**src/rtl/saikoro_reader_if.sv**
```systemverilog
// Dice-reader signal bundle: roll control and lamp pattern in,
// accepted value, pulses and histogram readout out.
interface saikoro_reader_if;
  logic       enable;
  logic [6:0] lamp;
  logic [2:0] sel;
  logic [2:0] value;
  logic       valid;
  logic       error;
  logic [7:0] face_cnt;
  logic [9:0] roll_cnt;

  modport master (
    output enable,
    output lamp,
    output sel,
    input  value,
    input  valid,
    input  error,
    input  face_cnt,
    input  roll_cnt
  );

  modport slave (
    input  enable,
    input  lamp,
    input  sel,
    output value,
    output valid,
    output error,
    output face_cnt,
    output roll_cnt
  );
endinterface

```
**src/rtl/saikoro_reader.sv**
```systemverilog
// Reads an LED dice once it stops rolling: debounces the lamp
// pattern, decodes the face and keeps a saturating histogram.
module saikoro_reader #(
  parameter int STABLE_CYC = 2
) (
  input  logic       ck,
  input  logic       reset,
  saikoro_reader_if.slave bus
);

  localparam logic [1:0] S_IDLE   = 2'd0;
  localparam logic [1:0] S_ROLL   = 2'd1;
  localparam logic [1:0] S_SETTLE = 2'd2;
  localparam logic [1:0] S_DONE   = 2'd3;

  localparam logic [3:0] STABLE_N = 4'(STABLE_CYC);

  logic [1:0] r_state;
  logic [6:0] r_last_lamp;
  logic [3:0] r_cnt;
  logic [2:0] r_value;
  logic       r_valid;
  logic       r_error;
  logic [7:0] r_face_cnt [6];
  logic [9:0] r_roll_cnt;

  logic [2:0] w_face;
  logic       w_stable;
  logic       w_same;
  logic       w_finish;
  logic       w_accept;
  logic [7:0] w_face_cnt;

  // Face decode of the held pattern; 0 marks an illegal code
  always_comb begin
    w_face = 3'd0;
    unique case (1'b1)
      (r_last_lamp == 7'b0000001): w_face = 3'd1;
      (r_last_lamp == 7'b0000110): w_face = 3'd2;
      (r_last_lamp == 7'b0000111): w_face = 3'd3;
      (r_last_lamp == 7'b0011110): w_face = 3'd4;
      (r_last_lamp == 7'b0011111): w_face = 3'd5;
      (r_last_lamp == 7'b1111110): w_face = 3'd6;
      default: ;
    endcase
  end

  assign w_stable = (r_cnt == STABLE_N);
  assign w_same   = (bus.lamp == r_last_lamp);
  assign w_finish = (r_state == S_SETTLE)
                  && !bus.enable
                  && w_stable;
  assign w_accept = w_finish && (w_face != 3'd0);

  always_ff @(posedge ck) begin
    if (reset) begin
      r_state     <= S_IDLE;
      r_last_lamp <= 7'd0;
      r_cnt       <= 4'd0;
      r_value     <= 3'd0;
      r_valid     <= 1'b0;
      r_error     <= 1'b0;
    end else begin
      r_valid <= 1'b0;
      r_error <= 1'b0;
      case (r_state)
        S_IDLE: begin
          if (bus.enable)
            r_state <= S_ROLL;
        end
        S_ROLL: begin
          if (!bus.enable) begin
            r_state     <= S_SETTLE;
            r_last_lamp <= bus.lamp;
            r_cnt       <= 4'd1;
          end
        end
        S_SETTLE: begin
          if (bus.enable) begin
            r_state <= S_ROLL;
          end else if (w_stable) begin
            // Enough identical samples held: judge without a new compare
            r_state <= S_DONE;
            if (w_face != 3'd0) begin
              r_value <= w_face;
              r_valid <= 1'b1;
            end else begin
              r_error <= 1'b1;
            end
          end else if (!w_same) begin
            r_last_lamp <= bus.lamp;
            r_cnt       <= 4'd1;
          end else begin
            r_cnt <= r_cnt + 4'd1;
          end
        end
        S_DONE: begin
          r_state <= bus.enable ? S_ROLL : S_IDLE;
        end
        default: r_state <= S_IDLE;
      endcase
    end
  end

  always_ff @(posedge ck) begin
    if (reset) begin
      for (int i = 0; i < 6; i++)
        r_face_cnt[i] <= 8'd0;
      r_roll_cnt <= 10'd0;
    end else if (w_accept) begin
      for (int i = 0; i < 6; i++) begin
        if (w_face == 3'(i + 1)
            && r_face_cnt[i] != 8'hFF)
          r_face_cnt[i] <= r_face_cnt[i] + 8'd1;
      end
      if (r_roll_cnt != 10'h3FF)
        r_roll_cnt <= r_roll_cnt + 10'd1;
    end
  end

  always_comb begin
    w_face_cnt = 8'd0;
    case (bus.sel)
      3'd1: w_face_cnt = r_face_cnt[0];
      3'd2: w_face_cnt = r_face_cnt[1];
      3'd3: w_face_cnt = r_face_cnt[2];
      3'd4: w_face_cnt = r_face_cnt[3];
      3'd5: w_face_cnt = r_face_cnt[4];
      3'd6: w_face_cnt = r_face_cnt[5];
      default: ;
    endcase
  end

  assign bus.value    = r_value;
  assign bus.valid    = r_valid;
  assign bus.error    = r_error;
  assign bus.face_cnt = w_face_cnt;
  assign bus.roll_cnt = r_roll_cnt;

endmodule

```
**src/flat_wrapper.sv**
```systemverilog
// flat-port wrapper written by rule: the top's interface ports become plain ports
module saikoro_reader_flat 
#(
  parameter int STABLE_CYC = 2
)
  (ck, reset, bus_enable, bus_lamp, bus_sel, bus_value, bus_valid, bus_error, bus_face_cnt, bus_roll_cnt);
  saikoro_reader_if bus_i ();
  input  logic ck;
  input  logic reset;
  input wire logic [$bits(bus_i.enable)-1:0] bus_enable;
  input wire logic [$bits(bus_i.lamp)-1:0] bus_lamp;
  input wire logic [$bits(bus_i.sel)-1:0] bus_sel;
  output wire logic [$bits(bus_i.value)-1:0] bus_value;
  output wire logic [$bits(bus_i.valid)-1:0] bus_valid;
  output wire logic [$bits(bus_i.error)-1:0] bus_error;
  output wire logic [$bits(bus_i.face_cnt)-1:0] bus_face_cnt;
  output wire logic [$bits(bus_i.roll_cnt)-1:0] bus_roll_cnt;
  assign bus_i.enable = bus_enable;
  assign bus_i.lamp = bus_lamp;
  assign bus_i.sel = bus_sel;
  assign bus_value = bus_i.value;
  assign bus_valid = bus_i.valid;
  assign bus_error = bus_i.error;
  assign bus_face_cnt = bus_i.face_cnt;
  assign bus_roll_cnt = bus_i.roll_cnt;
  saikoro_reader #(.STABLE_CYC(STABLE_CYC)) u_core (.ck(ck), .reset(reset), .bus(bus_i));
endmodule
```
**config.mk**
```make
export PLATFORM = sky130hd
export DESIGN_NAME = saikoro_reader_flat
export DESIGN_NICKNAME = d
export VERILOG_FILES = /design/src/rtl/saikoro_reader_if.sv /design/src/rtl/saikoro_reader.sv /design/src/flat_wrapper.sv
export SDC_FILE = /design/constraint.sdc
export NUM_CORES = 1
export LEC_CHECK = 0
export ABC_CLOCK_PERIOD_IN_PS = 4000
export CAP_MARGIN = 30
export CORE_UTILIZATION = 38
export DETAILED_ROUTE_END_ITERATION = 10
export GPL_ROUTABILITY_DRIVEN = 0
export PLACE_DENSITY = 0.53
export SYNTH_ARGS = -nofsm -noshare
export SYNTH_HDL_FRONTEND = slang
export SYNTH_SLANG_ARGS = --single-unit
```
**constraint.sdc**
```tcl
create_clock -name ck -period 4 [get_ports ck]
set_input_delay 0.8 -clock ck [delete_from_list [all_inputs] [get_ports ck]]
set_output_delay 0.8 -clock ck [all_outputs]
set_load 0.01 [all_outputs]
```
==> results_dict.tcl, run 1 <==
set metrics [dict create \
    dpl.cell_count 608 \
    tns_ns 0 \
    crit_slowest_cell "clkdlybuf4s50_1" \
    ys_seq_area_frac 0.4618 \
    fin_nets 501 \
    viasPerCell 5.314 \
    syn-num-nets 464 \
    post-cts-setup-buffers 0 \
    maxSlewHeadroom 0.5293 \
    min_path_cells 2 \
    crit_required_ns 3.20 \
    rsz0062_at_grt "false" \
    switching_share 0.2287 \
    end_kind "output port" \
    pwr-share-comb 0.075 \
    drt_pass1_iterations 4 \
    holdBufCountCts 0 \
    ys_ff_latch 76 \
    wl_um 10140 \
    cts-root-buf "clkbuf_16" \
    start_kind "primary input" \
    syn2layout_area_growth_pct 18.79 \
    crit_arrival_ns 2.81 \
    insertion_delay_ns 0.34 \
    post_cts_resize_count 0 \
    antennaDiodeCount 0 \
    placed_cell_area_um2 4833 \
    p_switching_mw 0.4342 \
    h-tree-depth 3 \
    die-area_um2 11840 \
    skew_ns 0.006848 \
    rr_worst_depth 7 \
    max-cap-violations 0 \
    synth_cell_types 56 \
    hold_viol_final 0 \
    final_cell_mix "nor2_1, edfxtp_1, clkdlybuf4s50_1" \
    syn_inst 442 \
    layout_commonest_cell "nor2_1" \
    worstHoldEndpoint "u_core.r_cnt[1]$_SDFFE_PP0P_" \
    rows 38 \
    path_max_fanout 10 \
    grt_max_degree 19 \
    crit_type "primary input to output port" \
    clkPwrFrac 0.459 \
    n_fill_cell 1061 \
    seqCellArea_um2 2002 \
    period_minus_slack_ns 3.606 \
    drtIter0Drc 189 \
    crit_chain "clkdlybuf4s50_1 > buf_4 > mux2i_1 > a21oi_1 > nor2_1 > a21oi_1 > clkdlybuf4s50_1" \
    powerDensity_nw_per_um2 368.6 \
    die_w_um 108.8 \
    synth_enable_flop_cells 48 \
    io_buffers 35 \
    slew_viol_final 0 \
    initial_utilization 0.3947 \
    hold_path_startpoint "u_core.r_cnt[1]$_SDFFE_PP0P_" \
    wl_per_cell_um 16.25 \
    status "complete, no violations" \
    vdd_drop_max_v 0.0002035 \
    core-area_um2 10980 \
    async_flop_share 0 \
    worst_slew_pin_slew_ns 0.7001 \
    cts_tree "yes" \
    grt_usage 0.1889 \
    vias 3316 \
    reg2reg_to "u_core.r_face_cnt[0][24]$_SDFFCE_PN0P_" \
    stdcell_area_um2 5150 \
    yosys_warnings 0 \
    cts_made_buffers 9 \
    drive_gt1_frac 0.07645 \
    holdWs_ns 0.4901 \
    synthFlopType "edfxtp_1" \
    clockBufferDepth 2 \
    finalSetupViolCount 0 \
    path_clk_slew_ns 0.06 \
    post-route-period-util 0.9014 \
    grt_pass1_wl_um 16780 \
    slowest_delay_ns 0.66 \
    multi_input_area_um2 2237 \
    max_freq_mhz 277.3 \
    rr_startpoint "u_core.r_face_cnt[0][24]$_SDFFCE_PN0P_" \
    ant_nets 0 \
    hold_class "flip-flop to flip-flop" \
    synth_area_per_cell_um2 9.809 \
    syn_area_um2 4335 \
    p_seq_frac 0.466 \
    overflow 0 \
    drc 0 \
    die_h_um 108.8 \
    antenna_found_initial 0 \
    place_hpwl_um 7341 \
    internal_power_mw 1.464 \
    io-pin-count 36 \
    grt_pass1_vias 3323 \
    cts_sinks 76 \
    reg2reg_setup_slack_ns 1.61 \
    final-instance-count-excl-fill 624 \
    leakagePower_nw 1.771 \
]
worst max path at each step:
stage	startpoint	endpoint	slack [ns]	depth (start not counted)
after global placement	bus_sel[1]	bus_face_cnt[6]	0.46	5
after floorplan	bus_sel[2]	bus_face_cnt[1]	1.36	4
after global routing	bus_sel[1]	bus_face_cnt[6]	0.23	5
after detailed placement	bus_sel[2]	bus_face_cnt[3]	0.41	7
final	bus_sel[2]	bus_face_cnt[3]	0.39	7
after CTS	bus_sel[2]	bus_face_cnt[3]	0.40	7
layout make-up:
| type | instances | area share |
|---|---|---|
| Timing Repair Buffer | 41 | 0.07629 |
| Clock inverter | 7 | 0.01774 |
| Tap cell | 140 | 0.03401 |
| Multi-Input combinational cell | 344 | 0.4344 |
| Sequential cell | 76 | 0.3887 |
| Inverter | 7 | 0.005102 |
| Clock buffer | 9 | 0.04373 |
power groups by stage:
stage,clock network (mW),registers (mW),logic (mW)
after floorplan,0,0.888,0.0958
after global placement,0,0.901,0.140
after detailed placement,0,0.900,0.143
after CTS,0.890,0.883,0.144
after global routing,0.917,0.887,0.159
final,0.872,0.884,0.143
sequential cells by signal (all words and copies together), names as in the netlist:
register,count
u_core.r_face_cnt,48
u_core.bus.roll_cnt,10
u_core.r_last_lamp,7
u_core.r_cnt,4
u_core.bus.value,3
u_core.r_state,2
u_core.bus.error,1
u_core.bus.valid,1
logic make-up (layout without fill, tap and decap cells):
group / after synthesis / count (layout) / share of synthesized area
buffers and inverters: 22 / 64 / 0.02222
xor gates and xnor gates: 50 / 50 / 0.1010
muxes: 27 / 27 / 0.06436
DFF: 76 / 76 / 0.4618
and+or+nand+nor: 195 / 195 / 0.2173
AOI/OAI and AO/OA: 63 / 63 / 0.1074
adders and majority gates: 9 / 9 / 0.02597
per-stage QoR:
| step | setup slack (ns) | utilization | total power, mW |
|---|---|---|---|
| after floorplan | 1.360 | - | 0.9834 |
| after global placement | 0.4581 | 0.4396 | 1.041 |
| final | 0.3943 | 0.4689 | 1.898 |
| after global routing | 0.2259 | 0.4689 | 1.963 |
| after CTS | 0.4030 | 0.4689 | 1.917 |
| after detailed placement | 0.4057 | 0.4401 | 1.043 |
layer usage:
metal | vias up | global-route usage | wire length, µm
met1 | 1561 | 0.2578 | 4926
met5 | - | 0 | 0
li1 | 1662 | - | -
met3 | 18 | 0.02869 | 447
met2 | 75 | 0.2848 | 4500
met4 | 0 | 0.1062 | 264
critical path, delay by kind of cell:
family	cells	cell delay, ns
simple gates	1	0.07
compound gates	2	0.35
mux	1	0.10
buf+inv	3	1.48
synth_stat cells (3+ instances only):
cell,n,area (µm²)
xor2_1,22,192.7
nand4_1,4,25.02
a311oi_1,3,26.28
nand3_1,32,160.2
xnor2_1,28,245.2
a31oi_1,7,43.79
mux2_2,6,67.56
nor2b_1,6,37.54
buf_2,5,25.02
nor3_1,3,15.01
mux2i_1,20,200.2
or2_1,4,25.02
inv_1,7,26.28
and2_1,3,18.77
buf_1,3,11.26
and3_1,15,93.84
a21oi_1,25,125.1
edfxtp_1,48,1441
clkbuf_1,6,22.52
a211oi_1,4,30.03
nor2_1,78,292.8
nand2_1,31,116.4
a221oi_1,4,35.03
dfxtp_1,28,560.5
ha_1,9,112.6
nand2b_1,4,25.02
a21o_1,3,22.52
Note: power is estimated with default switching activity, not from simulation.
==> inputs of run 2 (changes only) <==
Settings changed: CTS_BUF_LIST from default to sky130_fd_sc_hd__clkbuf_8.
==> run 2 against run 1 <==
Compared with the run above: global-route usage about the same; largest power group unchanged; highest routed layer unchanged; combinational power about the same; worst setup slack got worse by 0.0056 ns.
==> results_dict.tcl, run 2 (synthesis results as in run 1) <==
set metrics [dict create \
    status "complete, no violations" \
    reg2reg_to "u_core.r_face_cnt[0][24]$_SDFFCE_PN0P_" \
    clockBufferDepth 2 \
    vias 3303 \
    reg2reg_setup_slack_ns 1.60 \
    largest_register_ffs 48 \
    rows 38 \
    fin_nets 501 \
    leakagePower_nw 1.725 \
    initial_utilization 0.3947 \
    max-cap-violations 0 \
    place_hpwl_um 7341 \
    finalSetupViolCount 0 \
    path_clk_slew_ns 0.08 \
    fin_ws_ns 0.3887 \
    drtIter0Drc 177 \
    overflow 0 \
    path_delay_family "buffers and inverters" \
    cts_tree "yes" \
    io-pin-count 36 \
    max_freq_mhz 276.9 \
    place_ws_ns 0.4057 \
    total_power_mw 1.676 \
    vdd_drop_max_v 0.0001776 \
    viasPerCell 5.293 \
    skew_ns 0.01136 \
    post-cts-setup-buffers 0 \
    holdBufCountCts 0 \
    grt_pass1_vias 3314 \
    crit_arrival_ns 2.81 \
    crit_slowest_cell "clkdlybuf4s50_1" \
    crit_required_ns 3.20 \
    io_buffers 35 \
    rr_worst_depth 7 \
    tns_ns 0 \
    grt_max_degree 19 \
    worst_slew_pin_slew_ns 0.6941 \
    drc 0 \
    die_h_um 108.8 \
    powerDensity_nw_per_um2 331.9 \
    hold_viol_final 0 \
    final-instance-count-excl-fill 624 \
    crit_buf_inv 2 \
    largest-register "u_core.r_face_cnt" \
    crit_type "primary input to output port" \
    slowest_delay_ns 0.84 \
    rsz0062_at_grt "false" \
    crit_chain "clkdlybuf4s50_1 > nor2b_1 > a21oi_1 > a21oi_1 > clkdlybuf4s50_1" \
    maxSlewHeadroom 0.5333 \
    drive_gt1_frac 0.07645 \
    hold_path_startpoint "u_core.r_cnt[1]$_SDFFE_PP0P_" \
    ant_nets 0 \
    wl_per_cell_um 16.34 \
    insertion_delay_ns 0.37 \
    cts_sinks 76 \
    h-tree-depth 3 \
    path_max_fanout 18 \
    grt_pass1_wl_um 16780 \
    drt_pass1_iterations 4 \
    die_w_um 108.8 \
    final_cell_mix "nor2_1, edfxtp_1, clkdlybuf4s50_1" \
    slew_viol_final 0 \
    cts-root-buf "clkbuf_8" \
    hold_class "flip-flop to flip-flop" \
    worstHoldEndpoint "u_core.r_cnt[1]$_SDFFE_PP0P_" \
    dpl.cell_count 608 \
    antennaDiodeCount 0 \
    start_kind "primary input" \
    n_fill_cell 1073 \
    post_cts_resize_count 0 \
    cts_made_buffers 9 \
    post-route-period-util 0.9028 \
    syn2layout_area_growth_pct 16.45 \
    rr_startpoint "u_core.r_face_cnt[0][24]$_SDFFCE_PN0P_" \
    period_minus_slack_ns 3.611 \
    grt_usage 0.1885 \
    min_path_cells 2 \
    die-area_um2 11840 \
    wl_um 10200 \
    core-area_um2 10980 \
    layout_commonest_cell "nor2_1" \
    antenna_found_initial 0 \
    end_kind "output port" \
]
## run 2: cell counts in the layout (fill, tap and decap cells not counted)
Identical to the previous run, type by type.
## run 2: worst max path at each step
stage               start               to  slack (ns)  depth (start not counted)
2_1_floorplan  bus_sel[2]  bus_face_cnt[1]        1.36                          4
3_3_place_gp   bus_sel[1]  bus_face_cnt[6]        0.46                          5
3_5_place_dp   bus_sel[2]  bus_face_cnt[3]        0.41                          7
4_1_cts        bus_sel[2]  bus_face_cnt[3]        0.40                          7
5_1_grt        bus_sel[1]  bus_face_cnt[6]        0.23                          5
6_report       bus_sel[1]  bus_face_cnt[1]        0.39                          5
## run 2: routing by layer
layer / global-route usage / up-vias / share of wire
li1: - / 1658 / -
met1: 0.2575 / 1570 / 0.50
met2: 0.2853 / 67 / 0.46
met3: 0.04483 / 8 / 0.036
met4: 0.07722 / 0 / 0.012
met5: 0 / - / 0
## run 2: final cells by class
| type | instances | area [µm²] | area share |
|---|---|---|---|
| timing repair buffer | 41 | 392.9 | 0.07782 |
| tap | 140 | 175.2 | 0.03470 |
| sequential | 76 | 2002 | 0.3965 |
| clock buffer | 9 | 123.9 | 0.02454 |
| multi-input combinational | 344 | 2237 | 0.4431 |
| clock inverter | 7 | 91.34 | 0.01809 |
| inverter | 7 | 26.28 | 0.005204 |
## run 2: through the flow
step	area, µm²	util	hold slack [ns]
after global routing	5049	0.4597	0.5143
after CTS	5049	0.4597	0.4990
final	5049	0.4597	0.4935
after floorplan	4335	-	0.4647
after global placement	4828	0.4396	0.4875
after detailed placement	4833	0.4401	0.4875
## run 2: power breakdown
part	internal (mW)	switching (mW)	total, mW
clock network	0.348	0.303	0.650
registers	0.852	0.0310	0.883
logic	0.0683	0.0746	0.143
total	1.27	0.408	1.68
## run 2: tightest hold or removal path: cells and delay by family, from the launching register on
kind	cells	cell delay (ns)
compound gates	1	0.05
flops	1	0.34
simple gates	1	0.06
==> inputs of run 3 (changes only) <==
Settings changed: ABC_AREA from default to 1, REMOVE_ABC_BUFFERS from default to 1.
==> run 3 against run 2 <==
Compared with the run above: the flow now finishes with violations (design-rule violations); critical path depth is 2 higher; clock skew shrank 0.0039 ns; global-route usage shrank 0.28 points; highest routed layer unchanged.
==> results_dict.tcl, run 3 <==
set metrics [dict create \
    status "finished with violations" \
    violations "design-rule violations" \
    antennaDiodeCount 0 \
    crit_end "bus_face_cnt[1]" \
    cts-root-buf "clkbuf_8" \
    wl_per_cell_um 14.55 \
    h-tree-depth 3 \
    synth_enable_flop_cells 48 \
    drc 2 \
    finalSetupViolCount 0 \
    ant_nets 0 \
    yosys_warnings 0 \
    initial_utilization 0.3967 \
    cts_sinks 76 \
    async_flop_share 0 \
    die-area_um2 12570 \
    stdcell_area_um2 5344 \
    end_kind "output port" \
    crit_chain "clkdlybuf4s50_1 > inv_1 > nand3_1 > o22ai_1 > a21oi_1 > o2111ai_1 > clkdlybuf4s50_1" \
    netlist_top_cells_area "edfxtp_1, dfxtp_1, nand2_1, nor2_1, inv_1" \
    die_h_um 112.1 \
    reg2reg_setup_slack_ns 1.81 \
    syn_area_um2 4607 \
    startpoint "bus_sel[0]" \
    max_freq_mhz 276.5 \
    syn2layout_area_growth_pct 16.00 \
    crit_required_ns 3.20 \
    synth_common_cells "nand2_1, nor2_1, inv_1, nand3_1, edfxtp_1" \
    cts_made_buffers 9 \
    synth_area_per_cell_um2 8.154 \
    clockBufferDepth 2 \
    skew_ns 0.007418 \
    rsz0062_at_grt "false" \
    worst_slew_pin_slew_ns 0.5764 \
    synth.most_common_cell "nand2_1" \
    slowest_delay_ns 0.59 \
    drtIter0Drc 272 \
    viasPerCell 5.024 \
    rows 39 \
    largest-register "u_core.r_face_cnt" \
    dpl.cell_count 737 \
    powerDensity_nw_per_um2 327.2 \
    overflow 0 \
    tns_ns 0 \
    post_cts_resize_count 0 \
    crit_slowest_cell "clkdlybuf4s50_1" \
    antenna_found_initial 0 \
    post-cts-setup-buffers 0 \
    leakagePower_nw 2.068 \
    slew_viol_final 0 \
    vdd_drop_max_v 0.0001613 \
    fin_nets 627 \
    drive_gt1_frac 0.09836 \
    holdWs_ns 0.4920 \
    crit_type "primary input to output port" \
    final_cell_mix "nand2_1, nor2_1, inv_1" \
    grt_pass1_wl_um 18100 \
    holdBufCountCts 0 \
    largest_register_ffs 48 \
    grt_max_degree 28 \
    die_w_um 112.1 \
    grt_usage 0.1858 \
    layout_commonest_cell "nand2_1" \
    maxSlewHeadroom 0.6146 \
    path_max_fanout 8 \
    io-pin-count 36 \
    reg2reg_to "u_core.r_face_cnt[0][9]$_SDFFCE_PN0P_" \
    max-cap-violations 0 \
    start_kind "primary input" \
    ys_seq_area_frac 0.4345 \
    rr_worst_depth 9 \
    post-route-period-util 0.9041 \
    cpMostUsedCell "clkdlybuf4s50_1" \
    yosysTopAreaCell "edfxtp_1" \
    crit_arrival_ns 2.82 \
    hold_class "flip-flop to flip-flop" \
    hold_viol_final 0 \
    ys_ff_latch 76 \
    drt_pass1_iterations 7 \
    period_minus_slack_ns 3.616 \
    rr_startpoint "u_core.r_last_lamp[2]$_SDFFE_PP0P_" \
    synthFlopType "edfxtp_1" \
    total_power_mw 1.748 \
    synth_top_cell_area_share 0.3129 \
    wl_um 10960 \
    synth_cell_types 39 \
    core-area_um2 11610 \
    syn_inst 565 \
    path_clk_slew_ns 0.08 \
    cts_tree "yes" \
    placed_cell_area_um2 5114 \
    io_buffers 35 \
    place_hpwl_um 7911 \
    vias 3783 \
    final-instance-count-excl-fill 753 \
    insertion_delay_ns 0.37 \
    grt_pass1_vias 3694 \
]
## run 3: where the power goes
part	internal (mW)	total [mW]	switching, mW
Clock	0.407	0.713	0.305
Combinational	0.0622	0.156	0.0941
Sequential	0.853	0.879	0.0265
Total	1.32	1.75	0.426
## run 3: how the worst min path moves through the flow
stage                                startpoint  depth (start not counted)  slack [ns]                               end
2_1_floorplan      u_core.r_cnt[3]$_SDFFE_PP0P_                          2        0.44      u_core.r_cnt[3]$_SDFFE_PP0P_
3_3_place_gp       u_core.r_cnt[3]$_SDFFE_PP0P_                          2        0.45      u_core.r_cnt[3]$_SDFFE_PP0P_
3_5_place_dp   u_core.bus.value[0]$_SDFFE_PP0P_                          2        0.48  u_core.bus.value[0]$_SDFFE_PP0P_
4_1_cts        u_core.bus.value[0]$_SDFFE_PP0P_                          2        0.49  u_core.bus.value[0]$_SDFFE_PP0P_
5_1_grt        u_core.bus.value[1]$_SDFFE_PP0P_                          2        0.50  u_core.bus.value[1]$_SDFFE_PP0P_
6_report           u_core.r_cnt[3]$_SDFFE_PP0P_                          2        0.49      u_core.r_cnt[3]$_SDFFE_PP0P_
## run 3: kinds of logic (layout without fill, tap and decap cells)
group | after synthesis | in the layout | share of synthesized area
and+or+nand+nor | 302 | 302 | 0.3227
buffers and inverters | 91 | 136 | 0.07903
xor gates and xnor gates | 40 | 40 | 0.07604
adders and majority gates | 9 | 9 | 0.02444
DFF | 76 | 76 | 0.4345
AOI/OAI and AO/OA | 47 | 47 | 0.06328
## run 3: metal layers
metal,GRT usage,part of all wire
met5,0,0
met4,0.05956,0.013
met3,0.05184,0.044
met2,0.2899,0.45
met1,0.2494,0.49
## run 3: critical path, delay by kind of cell
| kind | cells | cell delay (ns) |
|---|---|---|
| buffers and inverters | 3 | 1.30 |
| AO/OA/AOI/OAI | 3 | 0.43 |
| AND/OR/NAND/NOR | 1 | 0.28 |
## run 3: layout make-up
class | instances | area [µm²]
clock inverter | 7 | 106.4
timing repair buffer | 41 | 395.4
tap | 143 | 178.9
fill | 1152 | 6270
inverter | 79 | 296.5
clock buffer | 9 | 123.9
multi-input combinational | 398 | 2241
sequential | 76 | 2002
## run 3: metrics by stage
step | utilization | worst slack, ns
finish | 0.4601 | 0.3837
floorplan | - | 1.509
CTS | 0.4601 | 0.4107
global placement | 0.4403 | 0.4834
detailed placement | 0.4403 | 0.4259
global route | 0.4601 | 0.2615
